==> config.mk <==
export PLATFORM = sky130hd
export DESIGN_NAME = fadd_arbiter
export DESIGN_NICKNAME = d
export VERILOG_FILES = /design/src/rtl/fadd_ctrl_pkg.sv /design/src/rtl/fadd_arbiter_rr.sv /design/src/rtl/fadd_arbiter.sv
export SDC_FILE = /design/constraint.sdc
export NUM_CORES = 1
export LEC_CHECK = 0
export CAP_MARGIN = 0
export CORE_AREA = 4 4 154 156
export CTS_BUF_LIST = sky130_fd_sc_hd__clkbuf_8
export DETAILED_ROUTE_END_ITERATION = 12
export DIE_AREA = 0 0 158 160
export DONT_BUFFER_PORTS = 1
export GPL_ROUTABILITY_DRIVEN = 1
export GPL_TIMING_DRIVEN = 0
export HOLD_SLACK_MARGIN = 0.06
export PLACE_DENSITY = 0.47
export SLEW_MARGIN = 40
export SYNTH_ARGS = -nofsm -noshare
export SYNTH_HDL_FRONTEND = slang
export SYNTH_SLANG_ARGS = --single-unit
==> constraint.sdc <==
create_clock -name clk -period 8.3 [get_ports clk]
set_input_delay 0.83 -clock clk [delete_from_list [all_inputs] [get_ports clk]]
set_output_delay 0.83 -clock clk [all_outputs]
set_load 0.005 [all_outputs]
==> src/rtl/fadd_ctrl_pkg.sv <==
// Shared constants and tag type for the shared-fadd arbiter slice.
// Latency: n/a (types and constants only).
// Backpressure: n/a.
// Contents: FWIDTH operand width, FADD_NSTAGE default fadd latency,
//           fadd_tag_t {valid, id} carried alongside each issued op.
package fadd_ctrl_pkg;

  localparam int FWIDTH      = 32;
  localparam int FADD_NSTAGE = 7;

  typedef struct packed {
    logic       valid;
    logic [2:0] id;
  } fadd_tag_t;

endpackage

==> src/rtl/fadd_arbiter_rr.sv <==
// rr_arbiter: combinational round-robin pick of one requester.
// Latency: 0 cycles (pure combinational).
// Backpressure: none; the caller masks req to suppress grants.
// Ports: req (request vector), ptr (last granted index, searched from
//        ptr+1 upward with wrap), gnt (one-hot or zero grant).
module rr_arbiter #(
  parameter int NREQ = 4,
  parameter int PW   = $clog2(NREQ)
) (
  input  logic [NREQ-1:0] req,
  input  logic [PW-1:0]   ptr,
  output logic [NREQ-1:0] gnt
);

  logic [PW:0] idx;
  logic        found;

  // One extra bit on idx lets ptr+i exceed NREQ-1 before the wrap, which
  // keeps the modulo to a single compare-and-subtract for any NREQ.
  always_comb begin
    gnt   = '0;
    found = 1'b0;
    idx   = '0;
    for (int i = 1; i <= NREQ; i++) begin
      idx = {1'b0, ptr} + (PW+1)'(i);
      if (idx >= (PW+1)'(NREQ)) idx = idx - (PW+1)'(NREQ);
      if (!found && req[idx[PW-1:0]]) begin
        gnt[idx[PW-1:0]] = 1'b1;
        found            = 1'b1;
      end
    end
  end

endmodule

==> src/rtl/fadd_arbiter.sv <==
// fadd_arbiter: round-robin sharing of one pipelined fadd among NREQ requesters.
// Latency: accept edge E0 -> resp_valid pulse in the cycle after E0+NSTAGE+1.
// Backpressure: req_ready is a combinational grant (zero while drain or reset);
//               responses are one-cycle pulses with no backpressure.
// Ports: clk/rstn; req_valid/req_ready/req_x1/req_x2 per requester (32-bit
//        lanes packed by index); resp_valid (one-hot) / resp_y; drain blocks
//        new grants; busy / inflight status; fa_x1/fa_x2 registered operands
//        to the external fadd, fa_y its result.
module fadd_arbiter
  import fadd_ctrl_pkg::*;
#(
  parameter int NREQ   = 4,
  parameter int NSTAGE = FADD_NSTAGE
) (
  input  logic                          clk,
  input  logic                          rstn,
  input  logic [NREQ-1:0]               req_valid,
  output logic [NREQ-1:0]               req_ready,
  input  logic [FWIDTH*NREQ-1:0]        req_x1,
  input  logic [FWIDTH*NREQ-1:0]        req_x2,
  output logic [NREQ-1:0]               resp_valid,
  output logic [FWIDTH-1:0]             resp_y,
  input  logic                          drain,
  output logic                          busy,
  output logic [$clog2(NSTAGE+2)-1:0]   inflight,
  output logic [FWIDTH-1:0]             fa_x1,
  output logic [FWIDTH-1:0]             fa_x2,
  input  logic [FWIDTH-1:0]             fa_y
);

  localparam int IW = $clog2(NREQ);
  localparam int CW = $clog2(NSTAGE+2);

  logic [IW-1:0]           ptr;
  logic [NREQ-1:0]         req_elig;
  logic [NREQ-1:0]         gnt;
  logic                    accept;
  logic [2:0]              gnt_id;
  logic [FWIDTH-1:0]       sel_x1;
  logic [FWIDTH-1:0]       sel_x2;
  fadd_tag_t [NSTAGE:0]    tag_pipe;
  fadd_tag_t               tail;

  // Gating with rstn keeps req_ready low while reset is asserted.
  assign req_elig  = req_valid & {NREQ{rstn & ~drain}};
  assign req_ready = gnt;
  assign accept    = |gnt;
  assign tail      = tag_pipe[NSTAGE];

  rr_arbiter #(
    .NREQ (NREQ),
    .PW   (IW)
  ) u_rr (
    .req (req_elig),
    .ptr (ptr),
    .gnt (gnt)
  );

  // One-hot grant to index plus operand select.
  always_comb begin
    gnt_id = '0;
    sel_x1 = '0;
    sel_x2 = '0;
    for (int i = 0; i < NREQ; i++) begin
      if (gnt[i]) begin
        gnt_id = 3'(i);
        sel_x1 = req_x1[i*FWIDTH +: FWIDTH];
        sel_x2 = req_x2[i*FWIDTH +: FWIDTH];
      end
    end
  end

  always_comb begin
    busy = 1'b0;
    for (int s = 0; s <= NSTAGE; s++) busy = busy | tag_pipe[s].valid;
  end

  always_ff @(posedge clk or negedge rstn) begin
    if (!rstn) begin
      ptr        <= IW'(NREQ-1);   // requester 0 searched first
      fa_x1      <= '0;
      fa_x2      <= '0;
      tag_pipe   <= '0;
      resp_valid <= '0;
      resp_y     <= '0;
      inflight   <= '0;
    end else begin
      if (accept) begin
        fa_x1 <= sel_x1;
        fa_x2 <= sel_x2;
        ptr   <= gnt_id[IW-1:0];
      end
      // Tag pipe is one stage deeper than fadd so the tail lines up with
      // fa_y on the edge that loads the response register.
      tag_pipe[0] <= fadd_tag_t'{valid: accept, id: gnt_id};
      for (int s = 1; s <= NSTAGE; s++) tag_pipe[s] <= tag_pipe[s-1];
      resp_valid <= tail.valid ? (NREQ'(1) << tail.id) : '0;
      resp_y     <= fa_y;
      case ({accept, tail.valid})
        2'b10:   inflight <= inflight + CW'(1);
        2'b01:   inflight <= inflight - CW'(1);
        default: inflight <= inflight;
      endcase
    end
  end

endmodule
==> metrics.md <==
| Metric | Value |
|---|---|
| Status | finished, final reports clean |
| Worst r2r path cells | 18 |
| Via count of the first global-routing pass | 5772 |
| Cell taking the most area after synthesis | dfrtp_1 |
| Placer Congestion | 0.9002 |
| Layout area overhead | 13.10% |
| Slew Limit Fails | 0 |
| Die X | 158 um |
| Slew HR | 0.5255 |
| Global route overflow | 0 |
| GR Layer Usage met3 | 0.05583 |
| Internal | 1.840 mW |
| Starting Density | 0.2818 |
| Synth Register Bits | 130 |
| Worst hold slack | 0.2368 ns |
| HPWL after detailed placement | 19730 um |
| Top cells by count, synth | dfrtp_1, a21oi_1, nand3_1 |
| Startpoint types | flip-flop |
| Fin crit period | 4.586 ns |
| Port Buffer Count | 0 |
| GR peak layer | met2 |
| Post-cts gate resize count | 0 |
| Die Area | 25280 sq um |
| Longest Clk Path Bufs | 2 |
| M1 GR Usage | 0.2448 |
| Final Cycle Share | 0.5525 |
| Via count | 5491 |
| Synth area leaders | dfrtp_1, a2bb2oi_1, o2bb2ai_1 |
| Cells after Synth | 604 |
| Unrepaired setup endpoints after global routing | false |
| Total power | 3.223 mW |
| Maximum VDD drop | 0.0001522 V |
| Switching share of power | 0.4290 |
| Rows | 55 |
| Power per cell area | 452.2 nW/um^2 |
| Final ANT Viol Nets | 0 |
| Share of cells above drive strength 1 | 0.1283 |
| Crit path max fanout | 11 |
| Most common cell in the netlist | dfrtp_1 |
| Area of the mapped netlist | 6302 sq um |
| CTS root buf | clkbuf_8 |
| Post-DP Area | 6663 sq um |
| Combinational share of power | 0.486 |
| Synth warn | 0 |
| Post-synth EDFFs | 0 |
| Register area share after synthesis | 0.5166 |
| Lkg Pwr | 2.902 nW |
| Initial DRT Pass Iterations | 5 |
| Sequential fraction of design power | 0.340 |
| GR Util met2 | 0.3514 |
| # clock sinks | 130 |
| WS Path Type | reg -> reg |
| Clock power frac | 0.174 |
| WL final | 26640 um |
| Fmax | 218.1 MHz |
| Count of different cell masters after synthesis | 44 |
| I/O Pins | 404 |
| Clk_skew | 0.01922 ns |
| Antenna violations before repair | 1 |
| Vias per std cell | 5.943 |
| FFs w/ async S/R, synth | 1.000 |
| Inserted Diodes | 0 |
| Post-CTS Hold Fix Bufs | 3 |
| Syn avg cell area | 10.43 sq um |
| DRT iter0 DRCs | 522 |
| CP Data Arrival Time | 4.92 ns |
| Clock latency on the worst-skew pair | 0.44 ns |
| Hold Crit Class | in -> async |
| Top-area cell type share of the netlist area | 0.5082 |
| Most used flip-flop cell after synthesis | dfrtp_1 |
| Clk slew on worst S/H paths | 0.09 ns |
| Fin Setup TNS | 0 ns |
| Post-route DRC | 0 |
| Mapped Nets | 910 |
| Postcts setup bufs | 0 |
| Fillers | 2312 |
| TritonCTS clock tree | built |
| Post-route cell area | 7128 sq um |
| Seq. cell area | 3256 sq um |
| Worst Path Required | 8.63 ns |
| Largest net degree at the start of global routing | 78 |
| Die H | 160 um |
| Net count, final | 932 |
| CP Capture Type | flip-flop |
| WL per Instance | 28.83 um |
| Global-route wire length before repair | 37570 um |
| Worst Max-Slew Pin Slew | 0.7028 ns |
| Setup Viol. Count Final | 0 |
| Num CTS Buffers | 17 |
| CORE AREA | 22370 sq um |
| Aggregate global-route resource usage | 0.1994 |
| Hold Vio Cnt, Final | 0 |
| H-tree levels | 4 |
| Max-cap violations | 0 |
| Net Switching | 1.383 mW |
| Footprint of the multi-input gates | 2729 sq um |
[logic make-up (layout without fill, tap and decap cells)]
group,count (synthesis),after routing,synth area share
DFF,130,130,0.5166
muxes,4,4,0.008537
AOI/OAI and AO/OA,276,276,0.3008
adders and majority gates,11,11,0.02184
xor gates and xnor gates,5,5,0.006950
buffers and inverters,68,103,0.05043
and+or+nand+nor,110,110,0.09490
[final cells by class]
type / count / share of cell area
Buffer: 57 / 0.03932
Clock buffer: 18 / 0.03476
Clock inverter: 14 / 0.02141
Inverter: 11 / 0.005793
Multi-Input combinational cell: 406 / 0.3828
Sequential cell: 130 / 0.4567
Tap cell: 285 / 0.05003
Timing Repair Buffer: 3 / 0.009128
[stage by stage]
| step | util | instances | setup WS, ns |
|---|---|---|---|
| 2_1_floorplan | - | 604 | 4.386 |
| 3_3_place_gp | 0.2977 | 889 | 3.854 |
| 3_5_place_dp | 0.2979 | 889 | 3.736 |
| 4_1_cts | 0.3187 | 924 | 3.720 |
| 5_1_grt | 0.3187 | 924 | 3.467 |
| 6_report | 0.3187 | 924 | 3.714 |
[routing by layer]
metal  wire [um]  share of wire  up-vias
met5           0              0        -
met1       10550           0.40     2760
met4         256         0.0096        0
met2       13570           0.51      357
met3        2264          0.085       20
li1            -              -     2354
[worst paths after layout]
kind                         startpoint      endpoint  slack, ns
setup / recovery                 ptr[0]   inflight[2]       3.71
hold / removal                     rstn     fa_x2[19]       0.24
setup reg to reg                 ptr[0]   inflight[2]       3.71
hold reg to reg            tag_pipe[17]  tag_pipe[21]       0.34
max in group asynchronous          rstn     resp_y[1]       7.09
min in group clk           tag_pipe[17]  tag_pipe[21]       0.34
[power by group through the flow]
stage	clock network, mW	logic, mW	registers, mW
floorplan	0	1.15	1.03
global placement	0	1.49	1.11
detailed placement	0	1.55	1.11
CTS	0.580	1.57	1.10
global route	0.612	1.72	1.12
finish	0.561	1.57	1.10
[cell usage in the layout (no fill, tap or decap), types with 9 or more instances in the layout]
master       n
a21oi_1     73
a2bb2oi_1   56
buf_2       26
clkbuf_1    19
clkbuf_8    18
dfrtp_1    128
ha_1        11
inv_1        9
nand3_1     67
o21ai_0     32
o21ai_1     35
o2bb2ai_1   56
[flip-flops by register name (all words and copies together), names as in the netlist]
| signal | flops |
|---|---|
| ptr | 2 |
| inflight | 4 |
| fa_x1 | 32 |
| tag_pipe | 24 |
| resp_valid | 4 |
| resp_y | 32 |
| fa_x2 | 32 |
[worst max-delay path, cell delays in order, from the launching register on]
cell and delay, ns:
dfstp_2 0.62, buf_4 0.20, inv_1 0.11, ha_1 0.39, mux4_2 0.57, and3_1 0.21
a31oi_1 0.13, and3_1 0.16, buf_2 0.27, inv_2 0.12, nor3_2 0.23, buf_2 0.33
ha_1 0.32, xor2_1 0.11, ha_1 0.19, a21oi_1 0.15, xor2_1 0.17, nor2_1 0.07
xnor2_1 0.12
Note: power is estimated with default switching activity, not from simulation.
